`src/rtl/recip_nr_refine.sv`:
```
// Newton-Raphson refinement of a reciprocal seed: x <- x*(2 - d*x), NITER passes
// through one shared (F+2)x(F+2) multiplier, one operand in flight at a time.
module recip_nr_refine #(
  parameter int unsigned NSIG    = 10,
  parameter int unsigned X0WIDTH = 8,
  parameter int unsigned NITER   = 2,
  parameter int unsigned F       = NSIG + 5
) (
  input  logic             clk,
  input  logic             rst,
  input  logic             in_valid,
  output logic             in_ready,
  input  logic [NSIG:0]    d_in,
  input  logic [X0WIDTH-1:0] seed_in,
  output logic             out_valid,
  input  logic             out_ready,
  output logic [F:0]       x_out
);

  localparam int unsigned W  = F + 2;
  localparam int unsigned MW = 2 * W;
  localparam int unsigned XW = F + 1;
  localparam int unsigned DW = NSIG + 1;
  localparam int unsigned CW = $clog2(NITER + 1);
  localparam logic [W-1:0] TWO = {1'b1, {(F + 1){1'b0}}};

  typedef enum logic [1:0] {IDLE, MUL_E, MUL_X, DONE} state_t;

  state_t          state, nextState;
  logic [DW-1:0]   dR;
  logic [XW-1:0]   xR;
  logic [W-1:0]    tR;
  logic [CW-1:0]   iterCnt;
  logic [W-1:0]    mulA, mulB;
  logic [MW-1:0]   prod;
  logic [W-1:0]    eVal, tNext;
  logic [XW-1:0]   xNext;
  logic            lastIter;

  // State register
  always_ff @(posedge clk) begin
    if (rst) state <= IDLE;
    else     state <= nextState;
  end

  assign lastIter = (iterCnt + CW'(1)) == CW'(NITER);

  // Next-state logic
  always_comb begin
    nextState = state;
    case (state)
      IDLE:    if (in_valid) nextState = MUL_E;
      MUL_E:   nextState = MUL_X;
      MUL_X:   nextState = lastIter ? DONE : MUL_E;
      DONE:    if (out_ready) nextState = IDLE;
      default: nextState = IDLE;
    endcase
  end

  // Handshake outputs decoded from state only
  always_comb begin
    in_ready  = 1'b0;
    out_valid = 1'b0;
    case (state)
      IDLE:    in_ready  = 1'b1;
      DONE:    out_valid = 1'b1;
      default: ;
    endcase
  end

  // Shared multiplier: d*x for the error term, x*t for the update
  always_comb begin
    mulA = W'(dR);
    mulB = W'(xR);
    if (state == MUL_X) begin
      mulA = W'(xR);
      mulB = tR;
    end
  end

  assign prod  = MW'(mulA) * MW'(mulB);
  assign eVal  = W'(prod >> NSIG);
  assign tNext = TWO - eVal;
  assign xNext = XW'(prod >> F);

  // Datapath registers
  always_ff @(posedge clk) begin
    if (rst) begin
      dR      <= '0;
      xR      <= '0;
      tR      <= '0;
      iterCnt <= '0;
    end else begin
      case (state)
        IDLE: if (in_valid) begin
          dR      <= d_in;
          xR      <= {1'b0, seed_in, {(F - X0WIDTH){1'b0}}};
          iterCnt <= '0;
        end
        MUL_E: tR <= tNext;
        MUL_X: begin
          xR      <= xNext;
          iterCnt <= iterCnt + CW'(1);
        end
        default: ;
      endcase
    end
  end

  assign x_out = xR;

endmodule
```
`config.mk`:
```
export PLATFORM = sky130hd
export DESIGN_NAME = recip_nr_refine
export DESIGN_NICKNAME = d
export VERILOG_FILES = /design/src/rtl/recip_nr_refine.sv
export SDC_FILE = /design/constraint.sdc
export NUM_CORES = 1
export LEC_CHECK = 0
export BUFFER_PORTS_ARGS = -buffer_cell sky130_fd_sc_hd__buf_2
export CAP_MARGIN = 40
export CELL_PAD_IN_SITES_DETAIL_PLACEMENT = 1
export CELL_PAD_IN_SITES_GLOBAL_PLACEMENT = 1
export CORE_ASPECT_RATIO = 0.7
export CORE_MARGIN = 8
export CORE_UTILIZATION = 45
export DETAILED_ROUTE_END_ITERATION = 6
export PLACE_DENSITY = 0.79
export SYNTH_ARGS = -nofsm -noshare
export SYNTH_HDL_FRONTEND = slang
export SYNTH_SLANG_ARGS = --single-unit
export TNS_END_PERCENT = 10
```
`constraint.sdc`:
```
create_clock -name clk -period 7.15 [get_ports clk]
set_input_delay 1.0725 -clock clk [delete_from_list [all_inputs] [get_ports clk]]
set_output_delay 1.0725 -clock clk [all_outputs]
set_load 0.01 [all_outputs]
```
# After elaboration in Yosys (flattened, before gate mapping)
# Index checks and enable logic that the tools add are counted.
dict set report word_totals {
  reg_bits 48
  latch_bits 0
  ram_bits 0
  romBits 0
  input_bits 23
  output_inout_bits 18
  wordCells 31
  mem_count 0
}
dict set report classes {
  n_addsub 2
  multipliers 1
  div_mod_pow 0
  n_lt_le_gt_ge 0
  eq_ne 6
  n_shift 0
  n_mux 12
  n_bitwise 0
  reduce_logical 5
}
# operator n
set op_table {}
lappend op_table {{$mux W16} 2}
lappend op_table {{$pmux W16 S2} 1}
lappend op_table {{$mul A17 B17 Y31} 1}
lappend op_table {{$mux W17} 1}
lappend op_table {{$sub A17 B17 Y17 const A} 1}
lappend op_table {{$mux W2} 4}
lappend op_table {{$pmux W2 S4} 1}
lappend op_table {{$eq A2 B2 Y1 const B} 3}
lappend op_table {{$reduce_and A2 Y1} 3}
lappend op_table {{$ne A2 B2 Y1 const B} 2}
lappend op_table {{$pmux W2 S2} 1}
lappend op_table {{$add A2 B1 Y2 const B} 1}
lappend op_table {{$eq A2 B1 Y1 const B} 1}
lappend op_table {{$logic_not A2 Y1} 1}
lappend op_table {{$mux W1} 2}
lappend op_table {{$reduce_bool A2 Y1} 1}

# Depth between registers and ports, before layout
dict set report logic_depth {
  depth_word 4
  mapped_depth 30
}

# Worst setup path after synthesis
# No wires, ideal clock.
dict set report synth_path {
  path_kind {register to register}
  startpoint {reg state[0]}
  endpoint {reg tR[16]}
  arrival_time_ps 7397
  required_time_ps 7021
  path_slack_ps -376
  stages_incl_launch_ff 28
  path_buffers 4
  period_less_slack_ps 7526
  path_cell_list {dfxtp_1 and2b_2 clkbuf_1 clkbuf_1 clkbuf_1 nand2_1 nand2_1 nand2_1 fa_1 fa_1 fa_1 fa_1 inv_1 fa_1 inv_1 fa_1 inv_1 ha_1 clkbuf_1 nand2_1 o21ai_1 o2111ai_1 a211o_1 o211a_2 or4_4 a211oi_1 and3_1 a211oi_2}
}
dict set report synth_via {
  elab_chain_len 4
  word_cells_on_any_way 6
  cone_classes {add/sub: 1; mul: 1; eq/ne: 2; mux: 2}
}
# element line
set synth_lines {}
lappend synth_lines {{start: declaration} 29} ;# state_t state, nextState;
lappend synth_lines {{start signal: assignment} 43} ;# else state <= nextState;
lappend synth_lines {{$eq A2 B2 Y1} 75} ;# if (state == MUL_X) begin
lappend synth_lines {{$mux W16 / $mux W17 (equally long branches)} 75}
lappend synth_lines {{$mul A17 B17 Y31} 81} ;# assign prod = MW'(mulA) * MW'(mulB);
lappend synth_lines {{$sub A17 B17 Y17} 83} ;# assign tNext = TWO - eVal;
lappend synth_lines {{end signal: assignment} 100} ;# MUL_E: tR <= tNext;
lappend synth_lines {{end: declaration} 32} ;# logic [W-1:0] tR;
# Several ways; a longest one is shown, not always the timed one.
# A chain may end at the register's enable or synchronous reset.

# Final worst setup path
# Same ends and word-level chain as after synthesis.

==> impl_metrics.json <==
{
  "overflow": 0,
  "dominant_cell_type_by_area_after_synthesis": "sky130_fd_sc_hd__fa_1",
  "post_drt_via_cell_ratio": 5.79,
  "fillCellCount": 2981,
  "clk-insertion-delay-late_ns": 0.30,
  "timing.critical_path.mode_cell": "sky130_fd_sc_hd__fa_1",
  "synthesis.area_per_instance_um2": 8.14,
  "tritoncts_num_sinks": 48,
  "gr-usage-all-layers": 0.301,
  "vias": 11000,
  "failed_checks": "negative setup slack",
  "antenna-diode-count": 0,
  "die-height_um": 149,
  "wl_per_cell_um": 24.5,
  "p_leak_nw": 6.95,
  "final_antenna_net_count": 0,
  "totalNegativeSetupSlack_ns": -0.377,
  "worst_slew_margin_rel": 0.438,
  "synth.most_common_cell": "sky130_fd_sc_hd__nand2_1",
  "timing.hold.ws_ns": 0.486,
  "drt_iter0_drc": 959,
  "cap_violations": 0,
  "routabilityCongestion": 0.974,
  "area_enclosed_by_the_die_boundary_um2": 30600,
  "hold_crit_class": "reg -> reg",
  "multiInputGateArea_um2": 9820,
  "final_cell_count_no_fill": 1903,
  "postSynthRegisterBits": 48,
  "tritoncts": "done",
  "grt_start_max_net_pins": 36,
  "fin_nets": 1899,
  "initial_core_util": 0.459,
  "grt_first_pass_wirelength_um": 70200,
  "synthesis.instances": 1394,
  "startpoint_type": "flip-flop",
  "netlist-cell-type-count": 70,
  "drc": 0,
  "cp_top_family": "adder cells",
  "number_of_setup_violations_in_the_final_report": 6,
  "drtPass1Iterations": 5,
  "synth_top_cells_by_area": "sky130_fd_sc_hd__fa_1, sky130_fd_sc_hd__ha_1, sky130_fd_sc_hd__dfxtp_1, sky130_fd_sc_hd__nand2_1, sky130_fd_sc_hd__inv_1",
  "worst_path_max_delay_cell": "sky130_fd_sc_hd__fa_1",
  "design_area_um2": 14100,
  "h-tree-depth": 2,
  "final_critical_period_ns": 7.32,
  "required_ns": 7.37,
  "detailed_place.area_um2": 13100,
  "timing.critical_path.buf_inv": 7,
  "postSynth.asyncResetShare": 0,
  "number_of_placed_instances_with_taps_included": 1870,
  "peakVddDrop_mv": 0.118,
  "netlist_top_cells_count": "sky130_fd_sc_hd__nand2_1, sky130_fd_sc_hd__inv_1, sky130_fd_sc_hd__fa_1",
  "floorplan.die.width_um": 206,
  "crit_fanout": 9,
  "worst_slack_ns": -0.174,
  "final_hold_viol_count": 0,
  "total_power_mw": 1.38,
  "floorplan.core_area_um2": 24700,
  "power.density_cell_area_nw_per_um2": 97.8,
  "antenna_found_initial": 0,
  "cp-end-kind": "flip-flop",
  "io_buffers": 40,
  "tightestPinTransition_ns": 0.843,
  "place.detailed.hpwl_um": 37800,
  "dominantRegCellSynth": "sky130_fd_sc_hd__dfxtp_1",
  "cts_hold_buf": 0,
  "netlist_area_um2": 11300,
  "drt_wl_total_um": 46700,
  "seqCellArea_um2": 961,
  "synth_enable_flop_cells": 0,
  "synthesized_net_count": 1716,
  "clkTransAtPathRegs_ns": 0.07,
  "clock-skew-final_ns": 0.00518,
  "cts-buffers-inserted": 5,
  "worst-endpoint-arrival_ns": 7.54,
  "synth_warnings": 0,
  "achievable-frequency_mhz": 137,
  "grt_pass1_vias": 11800,
  "ctsRootBufferMaster": "sky130_fd_sc_hd__clkbuf_16",
  "post-synth-top-area-fraction": 0.363,
  "rsz0062_at_grt": "true",
  "outcome": "complete, but fails checks",
  "post_route_cells_drive_above_1_share": 0.229,
  "finalCritPeriodShare": 1.02,
  "area_delta_synth_final_pct": 24.3,
  "count_of_final_max_slew_check_failures": 0,
  "row_cnt": 48,
  "timing.critical_path.slowest_cell_delay_ns": 0.56,
  "critical_path_class": "reg -> reg",
  "yosysSeqAreaShare": 0.0847,
  "io_pins": 41,
  "clockBufferDepth": 2
}
## metal layers
layer / wire length [um] / vias up / part of all wire / track usage
met5: 0 / - / 0 / 0
met4: 519 / 0 / 0.011 / 0.0457
met3: 5740 / 60 / 0.12 / 0.102
met2: 20600 / 542 / 0.44 / 0.445
met1: 19800 / 5647 / 0.42 / 0.428
li1: - / 4763 / - / -
## worst register-to-register path, stage by stage, from the launching register on
cell and delay [ns]:
sky130_fd_sc_hd__dfxtp_1 0.32, sky130_fd_sc_hd__and2b_4 0.36, sky130_fd_sc_hd__buf_4 0.15, sky130_fd_sc_hd__mux2i_1 0.25, sky130_fd_sc_hd__buf_6 0.20, sky130_fd_sc_hd__buf_4 0.16
sky130_fd_sc_hd__nor2_1 0.06, sky130_fd_sc_hd__fa_1 0.51, sky130_fd_sc_hd__inv_1 0.06, sky130_fd_sc_hd__fa_1 0.42, sky130_fd_sc_hd__fa_1 0.56, sky130_fd_sc_hd__inv_1 0.05
sky130_fd_sc_hd__fa_1 0.50, sky130_fd_sc_hd__fa_1 0.53, sky130_fd_sc_hd__inv_1 0.07, sky130_fd_sc_hd__fa_1 0.50, sky130_fd_sc_hd__inv_1 0.06, sky130_fd_sc_hd__ha_1 0.31
sky130_fd_sc_hd__a211oi_2 0.23, sky130_fd_sc_hd__o21ai_0 0.15, sky130_fd_sc_hd__a221oi_2 0.27, sky130_fd_sc_hd__nand2b_1 0.11, sky130_fd_sc_hd__o211a_2 0.27, sky130_fd_sc_hd__or4_4 0.53
sky130_fd_sc_hd__a211oi_4 0.28, sky130_fd_sc_hd__a311oi_2 0.14, sky130_fd_sc_hd__a211oi_2 0.19
## cells in the final DEF, fill, tap and decap left out, types with 5 or more instances in the layout
cell | netlist | routed
sky130_fd_sc_hd__inv_1 | 244 | 240
sky130_fd_sc_hd__nand2_1 | 251 | 236
sky130_fd_sc_hd__fa_1 | 206 | 195
sky130_fd_sc_hd__buf_4 | 0 | 180
sky130_fd_sc_hd__nor2_1 | 123 | 119
sky130_fd_sc_hd__ha_1 | 93 | 80
sky130_fd_sc_hd__and3_1 | 54 | 53
sky130_fd_sc_hd__dfxtp_1 | 48 | 48
sky130_fd_sc_hd__a21oi_1 | 53 | 47
sky130_fd_sc_hd__buf_2 | 2 | 40
sky130_fd_sc_hd__o21ai_0 | 28 | 23
sky130_fd_sc_hd__mux2i_1 | 24 | 19
sky130_fd_sc_hd__nand3_1 | 21 | 16
sky130_fd_sc_hd__nand2b_1 | 15 | 14
sky130_fd_sc_hd__xnor2_1 | 15 | 13
sky130_fd_sc_hd__and2_1 | 13 | 12
sky130_fd_sc_hd__fa_2 | 0 | 11
sky130_fd_sc_hd__nor3_1 | 12 | 10
sky130_fd_sc_hd__buf_12 | 0 | 10
sky130_fd_sc_hd__o211ai_1 | 9 | 9
sky130_fd_sc_hd__ha_4 | 0 | 9
sky130_fd_sc_hd__nand2_2 | 0 | 8
sky130_fd_sc_hd__nand2_4 | 0 | 7
sky130_fd_sc_hd__a211oi_1 | 10 | 7
sky130_fd_sc_hd__a22oi_1 | 7 | 7
sky130_fd_sc_hd__nand3b_1 | 7 | 7
sky130_fd_sc_hd__a21oi_2 | 2 | 6
sky130_fd_sc_hd__xor2_1 | 9 | 6
sky130_fd_sc_hd__a211o_1 | 5 | 5
sky130_fd_sc_hd__nand3_2 | 0 | 5
sky130_fd_sc_hd__clkbuf_16 | 0 | 5
## through the flow
stage / worst slack [ns] / utilization
final: -0.174 / 0.570
after global routing: -0.292 / 0.570
after CTS: -0.00289 / 0.556
after detailed placement: -0.261 / 0.530
after global placement: -0.0871 / 0.529
after floorplan: 0.00517 / -
## cells by family (layout without fill, tap and decap cells)
group | Yosys count | after routing | synth area share
simple gates | 528 | 528 | 0.211
buf+inv | 304 | 488 | 0.101
compound gates | 165 | 165 | 0.0962
fa+ha+maj | 299 | 299 | 0.466
xor+xnor | 24 | 24 | 0.0185
mux | 26 | 26 | 0.0234
flops | 48 | 48 | 0.0847
## power breakdown
| group | internal [mW] | total, mW | switching, mW |
|---|---|---|---|
| Combinational | 0.334 | 0.796 | 0.462 |
| Clock | 0.140 | 0.255 | 0.115 |
| Sequential | 0.289 | 0.330 | 0.0413 |
| Total | 0.763 | 1.38 | 0.618 |
## flip-flops by register name (all words and copies together), names as in the netlist
register  count
state         2
tR           17
x_out        16
dR           11
iterCnt       2
## cell type report
| type | instances | share of cell area |
|---|---|---|
| clock buffer | 7 | 0.0101 |
| sequential | 48 | 0.0681 |
| clock inverter | 1 | 0.000532 |
| inverter | 244 | 0.0649 |
| tap | 325 | 0.0288 |
| multi-input combinational | 1042 | 0.696 |
| timing repair buffer | 236 | 0.131 |
## repair_timing
action,CTS,global route
endpoints found under the setup margin,16,18
pin swaps,20,20
setup buffers,18,5
gates resized for setup,70,58
gates cloned,2,0
endpoints found under the hold margin,0,0
## worst paths after layout
path / start / endpoint / slack, ns / cells after the start
hold reg to reg: iterCnt[1] / iterCnt[1] / 0.49 / 2
setup reg to reg: state[0] / tR[16] / -0.17 / 26
setup / recovery: state[0] / tR[16] / -0.17 / 26
hold / removal: iterCnt[1] / iterCnt[1] / 0.49 / 2
Note: power is estimated with default switching activity, not from simulation.
